### src/rtl/binary_to_grey_counter.sv
// Up/down binary counter with registered binary and Grey-coded outputs plus a wrap pulse.
// Optional registered Grey parity output enabled by defining GREY_PARITY_EN.
module binary_to_grey_counter #(
  parameter int unsigned WIDTH = 4
) (
  input  logic             clk,
  input  logic             rst_n,
  input  logic             en,
  input  logic             up,
  input  logic             load,
  input  logic [WIDTH-1:0] load_bin,
  output logic [WIDTH-1:0] bin,
  output logic [WIDTH-1:0] grey,
  output logic             wrap
`ifdef GREY_PARITY_EN
  ,
  output logic             grey_par
`endif
);

  localparam logic [WIDTH-1:0] ONE = WIDTH'(1);

  logic [WIDTH-1:0] bin_d,  bin_q;
  logic [WIDTH-1:0] grey_d, grey_q;
  logic             wrap_d, wrap_q;

  always_comb begin
    bin_d  = bin_q;
    wrap_d = 1'b0;
    if (load) begin
      bin_d = load_bin;
    end else if (en) begin
      if (up) begin
        bin_d  = bin_q + ONE;
        wrap_d = &bin_q;
      end else begin
        bin_d  = bin_q - ONE;
        wrap_d = ~|bin_q;
      end
    end
    // Grey derived from the next binary value so both registers update together.
    grey_d = bin_d ^ (bin_d >> 1);
  end

  always_ff @(posedge clk) begin
    if (!rst_n) begin
      bin_q  <= '0;
      grey_q <= '0;
      wrap_q <= 1'b0;
    end else begin
      bin_q  <= bin_d;
      grey_q <= grey_d;
      wrap_q <= wrap_d;
    end
  end

  assign bin  = bin_q;
  assign grey = grey_q;
  assign wrap = wrap_q;

`ifdef GREY_PARITY_EN
  logic par_d, par_q;

  assign par_d = ^grey_d;

  always_ff @(posedge clk) begin
    if (!rst_n) par_q <= 1'b0;
    else        par_q <= par_d;
  end

  assign grey_par = par_q;
`endif

endmodule

### config.mk
export PLATFORM = sky130hd
export DESIGN_NAME = binary_to_grey_counter
export DESIGN_NICKNAME = d
export VERILOG_FILES = /design/src/rtl/binary_to_grey_counter.sv
export SDC_FILE = /design/constraint.sdc
export NUM_CORES = 1
export LEC_CHECK = 0
export CORE_AREA = 2 2 39 41
export DETAILED_ROUTE_END_ITERATION = 16
export DIE_AREA = 0 0 41 43
export PLACE_DENSITY = 0.76
export SKIP_CTS_REPAIR_TIMING = 1
export SYNTH_ARGS = -nofsm -noshare
export SYNTH_HDL_FRONTEND = slang
export SYNTH_SLANG_ARGS = --single-unit
### constraint.sdc
create_clock -name clk -period 2.5 [get_ports clk]
set_clock_uncertainty 0.1 [all_clocks]
set_input_delay 0.5 -clock clk [delete_from_list [all_inputs] [get_ports clk]]
set_output_delay 0.5 -clock clk [all_outputs]
set_load 0.005 [all_outputs]
# Word-level counts from Yosys, hierarchy flattened
# Cells that the tools add are included.
# word_totals
ff_bits,9
word_cells,16
output_inout_bits,9
input_bits,9
# op_classes
bitwise_logic,3
mux,4
n_reduce_logical,4
n_addsub,2
# op_table
operator,n
4-bit 2-to-1 mux,3
"4-bit by 1-bit adder with 4-bit output, second input constant",1
4-bit AND reduction,1
4-bit OR reduction,1
"4-bit by 1-bit subtractor with 4-bit output, second input constant",1
4-bit by 3-bit XOR with 4-bit output,1
3-bit OR reduction,1
1-bit inverter,2
1-bit zero test,1
1-bit 2-to-1 mux,1

# Logic depth before layout (Yosys ltp)
# Gate-level depths: netlist of the first run.
# logic_depth
depth_word,5
depth_mapped,6

# Worst setup path after synthesis of the first run
# Ideal clock, no wire load.
# synth_path
path_kind,input port to flip-flop
from,input port up
to,register grey_q[2] (netlist: grey[2])
t_arrival_ns,1.805
setup_slack_ns,0.473
setup_ns,0.121
path_buffers,0
path_stages,6
t_required_ns,2.279
cell_sequence,inv_1 -> fa_1 -> xnor2_1 -> a211oi_1 -> nor3_1 -> mux2_4
# synth_via
elab_chain_len,4
# synth_rtl
element,line,rtl
from (decl),9,"input logic up,"
4-bit 2-to-1 mux,33,if (up) begin
4-bit 2-to-1 mux,32,end else if (en) begin
4-bit 2-to-1 mux,30,if (load) begin
4-bit by 3-bit XOR with 4-bit output,42,grey_d = bin_d ^ (bin_d >> 1);
to (signal assigned),52,grey_q <= grey_d;
to (decl),24,"logic [WIDTH-1:0] grey_d, grey_q;"
# No other way between the ends.
# A chain may end at the register's enable or synchronous reset.

# Final worst setup path of the first run
# Ends and elaborated chain as after synthesis.

==> impl_metrics.tcl, run 1 <==
set metrics [dict create \
    ys_ff_latch 8 \
    r2r_slack_ps 550 \
    drt-vias-per-instance 5.20 \
    die_x_um 41 \
    worstMarginPinSlew_ps 432 \
    routed_wl_um 1090 \
    top_level_ports 18 \
    cts_sinks 8 \
    place_hpwl_um 852 \
    hold_viol 0 \
    first_pass_iters 4 \
    setup_viol 0 \
    slew_violations 0 \
    max_freq_ghz 0.416 \
    finish.utilization_pct 52.2 \
    crit_buf_inv 2 \
    fin_crit_ps 2410 \
    critPathSlowestCell "clkdlybuf4s50_1" \
    coreArea_um2 1380 \
    synth_commonest_cells "8 x dfxtp_1, 6 x nor2_1, 3 x a21oi_1" \
    tns_ps 0 \
    ctsLongestPathBuffers 2 \
    cpPeakStageDelay_ps 480 \
    clkTransAtPathRegs_ps 50 \
    via_count 473 \
    maxCapViolCount 0 \
    netlist_area_um2 490 \
    diodes 0 \
    worstPathArrival_ps 2440 \
    path_class "input pin to register" \
    grt-ovfl-total 0 \
    rows 14 \
    track_usage_pct 14.2 \
    pre_cts_ws_ps -172 \
    final_nets 89 \
    die-area_um2 1760 \
    end_kind "register" \
    total_power_w 0.000370 \
    wl_met3_um 84 \
    routedWlPerCell_um 11.9 \
    synthesis.nets 65 \
    grt_max_degree 11 \
    min_period_over_period_pct 96.2 \
    synthFlopType "dfxtp_1" \
    port_buffers 17 \
    grt_pass1_wl_um 1700 \
    cts_root_buf "clkbuf_4" \
    rsz0062_at_grt "false" \
    yosys_warnings 0 \
    synth.area.top_cells "dfxtp_1 33%, ha_1 5.1%, nor2_1 4.6%" \
    place.gp.congestion 0.697 \
    async_reset_ff_share_pct 0 \
    h-tree-depth 1 \
    fp.dieH_um 43 \
    synth.most_common_cell "dfxtp_1" \
    worstSkewPairLatency_ps 250 \
    area_delta_synth_final_pct 47.2 \
    setup_ws_ps 94.6 \
    highest_layer "met3" \
    crit_family "buffers and inverters" \
    syn_avg_cell_area_um2 9.25 \
    antenna_left 0 \
    grt_pass1_vias 399 \
    drive_gt1_share_pct 14.7 \
    route.detailed.drc 0 \
    cp.required_ps 2540 \
    yosys.area.top_type "dfxtp_1" \
    ys_types 33 \
    antenna_found_initial 0 \
    wl_met1_um 477 \
    yosysSeqAreaShare_pct 32.7 \
    floorplan.initialDensity_pct 35.4 \
    p_leak_nw 0.302 \
    critPathLaunchType "input pin" \
    cts_buffers 3 \
    synth_edf_count 0 \
    dr.first_iter.drc_count 6 \
    power_density_nw_per_um2 512 \
    yosysTopAreaCellShare_pct 32.7 \
    max_slew_margin_pct 71.0 \
    run_status "finished, final reports clean" \
    wl_met2_um 525 \
    critPathMaxFanout 5 \
    timing.hold.ws_ps 573 \
    min_path_type "register to register" \
    cts_tree "done" \
    crit_chain "clkdlybuf4s50_1 > inv_1 > fa_1 > xnor2_1 > a211oi_1 > nor3_1 > mux2_4" \
    peakVddDrop_mv 0.319 \
    syn_inst 53 \
]
## cells by family (layout without fill, tap and decap cells)
group           Yosys count  count (layout)  synth area share, %
simple gates             19              19                 22.7
compound gates           11              11                 15.3
flops                     8               8                 32.7
buf+inv                   5              27                 5.36
mux                       4               4                 9.44
fa+ha+maj                 3               3                 9.18
xor+xnor                  3               3                 5.36
## metal layers
metal	up-vias	track usage, %
li1	243	-
met1	214	18.6
met2	16	20.0
met3	0	7.33
met4	0	4.00
met5	-	0
## final timing paths
kind	endpoint	cells past startpoint	startpoint
worst max-delay path	grey[2]	7	up
worst min-delay path	wrap	4	bin[2]
worst max register to register	grey[2]	5	bin[0]
worst min register to register	wrap	4	bin[2]
## report_power, final
| group | leakage, nW | internal, W | switching (W) |
|---|---|---|---|
| clock | 0.0138 | 0.0000549 | 0.0000428 |
| sequential | 0.0663 | 0.000141 | 0.0000126 |
| combinational | 0.222 | 0.0000744 | 0.0000445 |
| total | 0.302 | 0.000270 | 0.0000999 |
## registers in the layout (all words and copies together), names as in the netlist
name,cells
bin,4
wrap,1
grey,3
## worst register-to-register path, cell delays in order (launching register included)
cell,delay (ps)
dfxtp_1,400
fa_1,430
xnor2_1,130
a211oi_1,420
nor3_1,90
mux2_4,260
## metrics by stage
| stage | cell area (µm²) | std cells |
|---|---|---|
| after detailed placement | 699 | 88 |
| after global placement | 699 | 88 |
| after global routing | 722 | 91 |
| after floorplan | 490 | 53 |
| after CTS | 722 | 91 |
| final | 722 | 91 |
## layout by cell type, fill, tap and decap left out, types with 2 or more instances in the layout
cell             synthesis  layout
clkdlybuf4s50_1          0      17
nor3_1                   2       2
clkbuf_4                 0       3
dfxtp_1                  8       8
a21oi_1                  3       3
nor2_1                   6       6
buf_4                    2       5
ha_1                     2       2
mux2i_1                  2       2
inv_1                    2       2
xnor2_1                  2       2
## layout make-up
type | count | area, µm²
sequential | 8 | 160
timing repair buffer | 22 | 208
tap | 16 | 20.0
inverter | 2 | 7.51
clock buffer | 3 | 22.5
fill | 138 | 662
multi-input combinational | 40 | 304
Note: power is estimated with default switching activity, not from simulation.
==> inputs of run 2 (changes only) <==
- SETUP_SLACK_MARGIN: not set -> 0.3
==> impl_metrics.tcl, run 2 (synthesis results as in run 1) <==
set metrics [dict create \
    place_hpwl_um 852 \
    total_power_w 0.000371 \
    coreArea_um2 1380 \
    stdcell_area_um2 729 \
    first_pass_iters 2 \
    r2r_slack_ps 560 \
    setup_viol 0 \
    cp.required_ps 2540 \
    slew_violations 0 \
    top_level_ports 18 \
    route.detailed.drc 0 \
    dpl-instance-area_um2 699 \
    worstMarginPinSlew_ps 303 \
    rows 14 \
    diodes 0 \
    routedWlPerCell_um 11.8 \
    grt-ovfl-total 0 \
    place.gp.congestion 0.697 \
    max_freq_ghz 0.470 \
    antenna_left 0 \
    antenna_found_initial 0 \
    grt_pass1_vias 399 \
    tns_ps 0 \
    mostFrequentLayoutCells "16 x clkdlybuf4s50_1, 8 x dfxtp_1, 6 x nor2_1" \
    setup_ws_ps 374 \
    p_clk_share_pct 26.2 \
    worstSkewPairLatency_ps 250 \
    hold_viol 0 \
    drt-vias-per-instance 5.36 \
    cpPeakStageDelay_ps 520 \
    combPwrFrac_pct 32.6 \
    worstPathArrival_ps 2160 \
    critPathLaunchType "input pin" \
    p_int_w 0.000270 \
    port_buffers 17 \
    critPathSlowestCell "or4b_1" \
    fp.dieH_um 43 \
    cts_root_buf "clkbuf_4" \
    power_density_nw_per_um2 509 \
    final_nets 89 \
    routed_wl_um 1080 \
    floorplan.initialDensity_pct 35.4 \
    h-tree-depth 1 \
    seqPwrFrac_pct 41.2 \
    cts_tree "done" \
    clkTransAtPathRegs_ps 50 \
    switchingPower_w 0.000101 \
    largest_reg_flops 4 \
    peakVddDrop_mv 0.317 \
    end_kind "register" \
    die-area_um2 1760 \
    dr.first_iter.drc_count 7 \
    path_class "input pin to register" \
    cts_buffers 3 \
    min_path_type "register to register" \
    area_delta_synth_final_pct 48.7 \
    run_status "finished, final reports clean" \
    swShare_pct 27.2 \
    cts_sinks 8 \
    ctsLongestPathBuffers 2 \
    track_usage_pct 14.2 \
    min_period_over_period_pct 85.1 \
    max_slew_margin_pct 79.8 \
    drive_gt1_share_pct 17.3 \
    crit_chain "clkdlybuf4s50_1 > or4b_1 > a221o_1 > nand3_2 > mux2_4" \
    maxCapViolCount 0 \
    layout_commonest_cell "clkdlybuf4s50_1" \
    fin_crit_ps 2130 \
    pre_cts_ws_ps -172 \
    grt_pass1_wl_um 1700 \
    rsz0062_at_grt "false" \
    grt_max_degree 11 \
    p_leak_nw 0.312 \
    via_count 488 \
    critPathMaxFanout 2 \
    die_x_um 41 \
    timing.hold.ws_ps 574 \
]
==> run 2: cell count changes in the layout (fill, tap and decap cells not counted), sizes merged <==
cell           delta
dlymetal6s2s      +1
clkdlybuf4s50     -1
==> run 2: worst paths after layout <==
check         start  endpoint  depth (start not counted)
max            load   grey[2]                          5
min          bin[2]      wrap                          4
max reg2reg  bin[0]   grey[1]                          6
min reg2reg  bin[2]      wrap                          4
==> run 2: layout make-up <==
type,instances,area [µm²]
repair buffers,22,210
flip-flops and latches,8,160
well taps,16,20.0
inverters,2,7.51
clock buffers,3,22.5
multi-input cells,40,309
fillers,138,654
==> run 2: per-stage QoR <==
stage	instances	utilization, %
after floorplan	53	-
after global placement	88	50.5
after detailed placement	88	50.5
after CTS	91	52.2
after global routing	91	52.7
final	91	52.7
==> run 2: routing by layer <==
metal | vias up | track usage (%) | wire, µm
met2 | 16 | 20.0 | 515
met3 | 0 | 7.33 | 84
li1 | 246 | - | -
met1 | 226 | 18.6 | 475
met5 | - | 0 | 0
met4 | 0 | 4.00 | 0
==> run 2: power groups by stage <==
stage                     clock (W)  sequential, W  combinational (W)
after floorplan                   0       0.000155          0.0000615
after global placement            0       0.000155           0.000117
after detailed placement          0       0.000156           0.000119
after CTS                  0.000103       0.000153           0.000120
after global routing       0.000112       0.000156           0.000133
final                     0.0000973       0.000153           0.000121
==> run 2: critical path: cells and delay by family <==
kind / cells / cell delay (ps)
AND/OR/NAND/NOR: 2 / 610
buffers and inverters: 1 / 420
AO/OA/AOI/OAI: 1 / 340
multiplexers: 1 / 290
==> inputs of run 3 (changes only) <==
- MAX_ROUTING_LAYER: not set -> met4
==> impl_metrics.tcl, run 3 (synthesis results as in run 1) <==
set metrics [dict create \
    dr.first_iter.drc_count 4 \
    grt_pass1_vias 395 \
    r2r_slack_ps 560 \
    rsz0062_at_grt "false" \
    largest_reg_flops 4 \
    area_delta_synth_final_pct 48.7 \
    cts_root_buf "clkbuf_4" \
    place_hpwl_um 852 \
    mostFrequentLayoutCells "16 x clkdlybuf4s50_1, 8 x dfxtp_1, 6 x nor2_1" \
    total_power_w 0.000372 \
    max_slew_margin_pct 79.7 \
    critPathLaunchType "input pin" \
    via_count 489 \
    grt-ovfl-total 0 \
    tns_ps 0 \
    grt_pass1_wl_um 1700 \
    hold_viol 0 \
    setup_ws_ps 372 \
    route.detailed.drc 0 \
    cts_sinks 8 \
    setup_viol 0 \
    routedWlPerCell_um 11.8 \
    die-area_um2 1760 \
    critPathMaxFanout 2 \
    peakVddDrop_mv 0.320 \
    worstPathArrival_ps 2170 \
    maxCapViolCount 0 \
    min_path_type "register to register" \
    antenna_left 0 \
    end_kind "register" \
    min_period_over_period_pct 85.1 \
    first_pass_iters 3 \
    rows 14 \
    cts_buffers 3 \
    coreArea_um2 1380 \
    final_nets 89 \
    slew_violations 0 \
    die_x_um 41 \
    place.gp.congestion 0.704 \
    cts_tree "done" \
    port_buffers 17 \
    layout_commonest_cell "clkdlybuf4s50_1" \
    drive_gt1_share_pct 17.3 \
    pre_cts_ws_ps -172 \
    diodes 0 \
    grt_max_degree 11 \
    h-tree-depth 1 \
    antenna_found_initial 0 \
    drt-vias-per-instance 5.37 \
    finish.utilization_pct 52.7 \
    top_level_ports 18 \
    track_usage_pct 14.6 \
    max_freq_ghz 0.470 \
    routed_wl_um 1080 \
    p_leak_nw 0.312 \
    cp.required_ps 2540 \
    clkTransAtPathRegs_ps 50 \
    nFillCells 138 \
    run_status "finished, final reports clean" \
    ctsLongestPathBuffers 2 \
    power_density_nw_per_um2 510 \
    worstMarginPinSlew_ps 304 \
    fin_crit_ps 2130 \
    timing.hold.ws_ps 576 \
    path_class "input pin to register" \
    ff2ff_path_depth 6 \
    worstSkewPairLatency_ps 250 \
    floorplan.initialDensity_pct 35.4 \
    fp.dieH_um 43 \
    whs_path_depth 4 \
]
run 3: per-stage QoR:
stage	cell area, µm²	instances
final	729	91
after global routing	729	91
after CTS	722	91
after detailed placement	699	88
after global placement	699	88
after floorplan	490	53
run 3: critical path, stage by stage:
cell             delay, ps
clkdlybuf4s50_1        420
or4b_1                 520
a221o_1                340
nand3_2                 90
mux2_4                 290
run 3: final timing paths:
check,start,to
worst min register to register,bin[2],wrap
worst max register to register,bin[0],grey[1]
worst min-delay path,bin[2],wrap
worst max-delay path,load,grey[2]
run 3: layout make-up:
cell class                 instances  area, µm²  area share, %
multi-input combinational         40        309           42.4
timing repair buffer              22        210           28.8
sequential                         8        160           22.0
clock buffer                       3       22.5           3.09
tap                               16       20.0           2.74
inverter                           2       7.51           1.03
run 3: power by group:
group	leakage, nW	switching (W)	internal, W
logic	0.231	0.0000462	0.0000750
registers	0.0663	0.0000124	0.000141
clock network	0.0138	0.0000430	0.0000549
run 3: per-layer routing:
layer / track usage [%] / vias to the layer above / part of all wire [%]
met3: 6.28 / 0 / 7.0
met1: 19.2 / 229 / 44
li1: - / 244 / -
met4: 4.00 / 0 / 0
met2: 20.0 / 16 / 49
met5: - / - / 0
